$ cat config.mk
export PLATFORM = sky130hd
export DESIGN_NAME = mux_arbiter
export DESIGN_NICKNAME = d
export VERILOG_FILES = /design/src/rtl/mux_arbiter.sv
export SDC_FILE = /design/constraint.sdc
export NUM_CORES = 1
export LEC_CHECK = 0
export BUFFER_PORTS_ARGS = -buffer_cell sky130_fd_sc_hd__buf_2
export CORE_UTILIZATION = 60
export CTS_CLUSTER_SIZE = 14
export DETAILED_ROUTE_END_ITERATION = 8
export PLACE_DENSITY = 0.9
export REMOVE_ABC_BUFFERS = 1
export SLEW_MARGIN = 30
export SYNTH_ARGS = -nofsm -noshare
export SYNTH_HDL_FRONTEND = slang
export SYNTH_SLANG_ARGS = --single-unit
$ cat constraint.sdc
create_clock -name clk -period 2.9 [get_ports clk]
set_input_delay 0.145 -clock clk [delete_from_list [all_inputs] [get_ports clk]]
set_output_delay 0.145 -clock clk [all_outputs]
set_load 0.01 [all_outputs]
$ cat src/rtl/mux_arbiter.sv
// -----------------------------------------------------------------------------
// mux_arbiter
//
// Round-robin arbiter for a shared 4:1 single-bit multiplexer. One requester
// owns the mux at a time. The owner's index drives the mux select lines
// {address1,address0}. A hold limit forces a handoff when an owner has held the
// grant for MAX_HOLD consecutive cycles while another requester is waiting.
//
// Parameters
//   MAX_HOLD  maximum consecutive grant cycles under contention (1..15)
//
// Ports
//   clk                in   rising-edge clock
//   reset_n            in   synchronous active-low reset
//   req0..req3         in   request from requester i, held while access wanted
//   grant0..grant3     out  registered, one-hot or all-zero ownership
//   address0/address1  out  registered mux select = owner index
//   busy               out  registered, high while any grant is high
// -----------------------------------------------------------------------------
module mux_arbiter #(
  parameter int MAX_HOLD = 8
) (
  input  logic clk,
  input  logic reset_n,
  input  logic req0,
  input  logic req1,
  input  logic req2,
  input  logic req3,
  output logic grant0,
  output logic grant1,
  output logic grant2,
  output logic grant3,
  output logic address0,
  output logic address1,
  output logic busy
);

  typedef enum logic {
    IDLE  = 1'b0,
    GRANT = 1'b1
  } state_t;

  localparam logic [3:0] MAX_HOLD_C = 4'(MAX_HOLD);

  state_t      state_q,    state_d;
  logic [1:0]  owner_q,    owner_d;
  logic [1:0]  last_q,     last_d;
  logic [3:0]  hold_cnt_q, hold_cnt_d;
  logic [3:0]  grant_q,    grant_d;
  logic        busy_q,     busy_d;

  logic [3:0]  req;
  logic [3:0]  owner_oh;
  logic [3:0]  others;
  logic [2:0]  pick_all;
  logic [2:0]  pick_others;

  assign req      = {req3, req2, req1, req0};
  assign owner_oh = 4'b0001 << owner_q;
  // Every request except the current owner's. Used both for release and for
  // forced handoff: the owner is always scanned last (last == owner in GRANT),
  // so masking it out is exactly the "pick excludes the owner" rule.
  assign others   = req & ~owner_oh;

  // Round-robin scan starting one past 'from'. Returns {found, index}.
  // The loop runs from the farthest offset to the nearest so the nearest
  // requesting index is the last assignment and therefore wins.
  function automatic logic [2:0] rr_pick(input logic [3:0] cand,
                                         input logic [1:0] from);
    logic [2:0] res;
    logic [1:0] idx;
    res = 3'b000;
    for (int k = 4; k >= 1; k--) begin
      idx = from + 2'(k);
      if (cand[idx]) res = {1'b1, idx};
    end
    return res;
  endfunction

  assign pick_all    = rr_pick(req,    last_q);
  assign pick_others = rr_pick(others, last_q);

  // Next-state and next-output logic.
  always_comb begin
    // NOTE: every variable gets a default before any branch so no path can
    // leave one unassigned, which would otherwise infer a latch.
    state_d    = state_q;
    owner_d    = owner_q;
    last_d     = last_q;
    hold_cnt_d = hold_cnt_q;
    grant_d    = grant_q;

    unique case (state_q)
      IDLE: begin
        if (pick_all[2]) begin
          state_d    = GRANT;
          owner_d    = pick_all[1:0];
          last_d     = pick_all[1:0];
          hold_cnt_d = 4'd1;
          grant_d    = 4'b0001 << pick_all[1:0];
        end
      end

      GRANT: begin
        if (!req[owner_q] || (hold_cnt_q == MAX_HOLD_C && pick_others[2])) begin
          if (pick_others[2]) begin
            // Direct handoff: no idle cycle between owners.
            owner_d    = pick_others[1:0];
            last_d     = pick_others[1:0];
            hold_cnt_d = 4'd1;
            grant_d    = 4'b0001 << pick_others[1:0];
          end else begin
            // Released with nobody waiting. Owner (and thus the mux select)
            // keeps its value so the shared output stays stable.
            state_d    = IDLE;
            hold_cnt_d = 4'd0;
            grant_d    = 4'b0000;
          end
        end else if (hold_cnt_q != MAX_HOLD_C) begin
          // Saturating count: without contention the hold is unlimited.
          hold_cnt_d = hold_cnt_q + 4'd1;
        end
      end

      default: begin
        state_d = IDLE;
        grant_d = 4'b0000;
      end
    endcase

    busy_d = |grant_d;
  end

  // State register with synchronous active-low reset.
  always_ff @(posedge clk) begin
    // NOTE: sequential state uses non-blocking assignments so every register
    // samples the pre-edge values, independent of statement order.
    if (!reset_n) begin
      state_q    <= IDLE;
      owner_q    <= 2'd0;
      last_q     <= 2'd3;
      hold_cnt_q <= 4'd0;
      grant_q    <= 4'b0000;
      busy_q     <= 1'b0;
    end else begin
      state_q    <= state_d;
      owner_q    <= owner_d;
      last_q     <= last_d;
      hold_cnt_q <= hold_cnt_d;
      grant_q    <= grant_d;
      busy_q     <= busy_d;
    end
  end

  // The mux select is the owner register itself: it equals the granted index
  // while busy and holds its previous value while idle.
  assign grant0   = grant_q[0];
  assign grant1   = grant_q[1];
  assign grant2   = grant_q[2];
  assign grant3   = grant_q[3];
  assign address0 = owner_q[0];
  assign address1 = owner_q[1];
  assign busy     = busy_q;

endmodule

==> results.py <==
metrics = {
    "floorplan": {
        "die-area_mm2": 0.002135,
        "io_pins": 13,
        "rows": 15,
        "design.core.area_mm2": 0.001783,
        "die_h_um": 46.21,
        "floorplan.initialDensity": 0.6575,
        "die_x_um": 46.21,
    },
    "grt": {
        "antenna_found_initial": 0,
        "grt_pass1_vias": 1038,
        "grt_max_degree": 18,
        "grt_pass1_wl_um": 4547,
        "grt.total_usage": 0.2919,
        "grt-ovfl-total": 0,
    },
    "clock_tree": {
        "cts_buffer_depth": 2,
        "cts_root_buf": "clkbuf_4",
        "tritoncts_num_sinks": 14,
        "clkLatencyLatePin_ns": 0.29,
        "ctsResizeCount": 0,
        "cts_tree": "done",
        "htree_num_levels": 1,
        "cts_setup_buffers": 0,
        "postCtsHoldBufs": 0,
        "cts_inserted_buffers": 3,
        "cts.clk_slew.worst_paths_ns": 0.07,
    },
    "route": {
        "drt-vias-per-instance": 6.556,
        "routedWlPerCell_um": 15.92,
        "drt_iter0_markers": 61,
        "drtAntennaViolNets": 0,
        "drt-total-wl_um": 2722,
        "num_vias": 1121,
        "drc": 0,
        "drtPass1Iterations": 4,
    },
    "setup_path": {
        "r2r-start": "owner_q[0]$_SDFFE_PN0P_",
        "path_class": "reg -> reg",
        "crit_arrival_ns": 2.36,
        "max_stage_delay_ns": 0.68,
        "ff2ff_setup_slack_ns": 0.69,
        "cp-start-kind": "flop",
        "worstPathRequired_ns": 3.05,
        "critPathCaptureType": "flop",
        "cp_max_fo": 17,
        "worstSetupStartpoint": "owner_q[0]$_SDFFE_PN0P_",
        "worstPathCellList": "mux4_2 > nand2_1 > nand4_2 > o21a_4 > a211oi_2 > a211oi_1",
        "crit_slowest_cell": "dfxtp_1",
    },
    "timing": {
        "worst_pin_slew_ns": 0.6844,
        "clock.fmax_mhz": 453.2,
        "timing.final.max_slew_violations": 0,
        "hold_viol": 0,
        "slew_headroom": 0.5399,
        "postLayoutSetupSlackWorst_ns": 0.6937,
        "final-setup-viol-count": 0,
        "holdWs_ns": 0.1282,
        "clock-skew-final_ns": 0.006673,
        "fin_crit_ns": 2.206,
        "rsz0062_at_grt": "no",
        "post-route-period-util": 0.7608,
        "final.setup.tns_ns": 0,
    },
    "logic_synthesis": {
        "synth_area_leaders": "dfxtp_1 (24%), nand2_1 (6.4%), a31oi_1 (4.3%)",
        "synth_enable_flop_cells": 0,
        "synthArstFlopShare": 0,
        "synth_area_leader_cell": "dfxtp_1",
        "ys.flop_type": "dfxtp_1",
        "yosysSeqAreaShare": 0.2391,
        "ys_seq_elements": 14,
        "ys_types": 53,
        "syn_inst": 139,
        "ys_warn_count": 0,
        "syn_avg_cell_area_um2": 8.434,
        "yosys.area.top_type_share": 0.2391,
        "synth_area_mm2": 0.001172,
    },
    "power_and_ir_drop": {
        "p_sw_w": 0.0002352,
        "swShare": 0.3885,
        "power.density_mw_per_mm2": 491.4,
        "max-vdd-ir-drop_mv": 0.3636,
        "p_int_w": 0.0003703,
        "power_frac_comb": 0.392,
        "clkPwrFrac": 0.181,
        "p_total_w": 0.0006056,
        "seqPwrFrac": 0.427,
        "p_leak_nw": 0.4660,
    },
    "layout": {
        "regArea_um2": 280.3,
        "syn_to_final_growth_pct": 5.123,
        "drive_gt1_frac": 0.2329,
        "final_common_cell": "nand2_1",
        "utilization": 0.6912,
        "final_nets": 156,
        "multi_input_area_um2": 800.8,
        "final_cell_mix": "nand2_1 (20), dfxtp_1 (14), buf_2 (12)",
        "fillers": 154,
        "n_antenna_cell": 0,
    },
    "hold_path": {
        "min_from": "reset_n",
        "hold_class": "in -> reg",
    },
    "run_status": {
        "status": "finished clean",
    },
    "place": {
        "gp_congestion": 0.9229,
        "io_buffers": 12,
        "hpwl_um": 1961,
        "place_ws_ns": 0.7666,
    },
    "job": {
        "max_cap_viol_count": 0,
    },
}
-- flip-flops by register name, indices dropped and copies added, names as in the netlist --
signal / count
owner_q: 2
last_q: 2
state_q: 1
hold_cnt_q: 4
busy: 1
grant_q: 4
-- final cells by class --
| class | instances | area share |
|---|---|---|
| Sequential cell | 14 | 0.2274 |
| Inverter | 10 | 0.03046 |
| Multi-Input combinational cell | 107 | 0.6497 |
| Tap cell | 25 | 0.02538 |
| Timing Repair Buffer | 12 | 0.04873 |
| Clock buffer | 3 | 0.01827 |
-- per-layer routing --
metal | global-route usage | share of wire | vias to the layer above
met5 | 0 | 0 | -
met4 | 0.07647 | 0.0070 | 0
met3 | 0.05882 | 0.072 | 4
met2 | 0.4986 | 0.52 | 53
met1 | 0.3694 | 0.40 | 525
li1 | - | - | 539
-- per-stage QoR --
| step | instance area, um^2 | std cells |
|---|---|---|
| 5_1_grt | 1232 | 171 |
| 3_5_place_dp | 1210 | 168 |
| 6_report | 1232 | 171 |
| 2_1_floorplan | 1119 | 131 |
| 3_3_place_gp | 1210 | 168 |
| 4_1_cts | 1232 | 171 |
-- synth_stat cells, drive strengths merged, types with 2 or more instances --
cell,count
or2b,3
nand3b,2
a32oi,2
o21ai,7
a22oi,2
o32ai,2
buf,7
inv,10
a31oi,9
nor4b,2
nand2,20
a21oi,8
mux2i,4
nand3,2
o221ai,2
a211oi,3
and2b,2
nor2,6
nor2b,2
ha,2
or3,3
o221a,2
nand2b,4
dfxtp,14
-- critical path: cells and delay by family, from the launching register on --
family / cells / cell delay [ns]
flip-flops: 1 / 0.68
AO/OA/AOI/OAI: 3 / 0.46
multiplexers: 1 / 0.63
AND/OR/NAND/NOR: 2 / 0.30
-- worst paths after layout --
kind | cells after the start | to
max | 6 | owner_q[1]$_SDFFE_PN0P_
min | 2 | last_q[1]$_SDFFE_PN1P_
max reg2reg | 6 | owner_q[1]$_SDFFE_PN0P_
min reg2reg | 2 | grant_q[3]$_SDFF_PN0_
-- power groups by stage --
| stage | Sequential, W | Combinational, W | Clock [W] |
|---|---|---|---|
| 6_report | 0.000259 | 0.000238 | 0.000110 |
| 5_1_grt | 0.000264 | 0.000259 | 0.000119 |
| 4_1_cts | 0.000257 | 0.000235 | 0.000112 |
| 3_5_place_dp | 0.000262 | 0.000232 | 0 |
| 3_3_place_gp | 0.000259 | 0.000224 | 0 |
| 2_1_floorplan | 0.000258 | 0.000170 | 0 |
-- logic make-up after synthesis --
kind of cell | after synthesis | share of synthesized area
and+or+nand+nor | 53 | 0.2668
adders and majority gates | 2 | 0.02134
buffers and inverters | 18 | 0.07791
DFF | 14 | 0.2391
muxes | 5 | 0.05336
AOI/OAI and AO/OA | 47 | 0.3415
(Power assumes the default switching activity.)
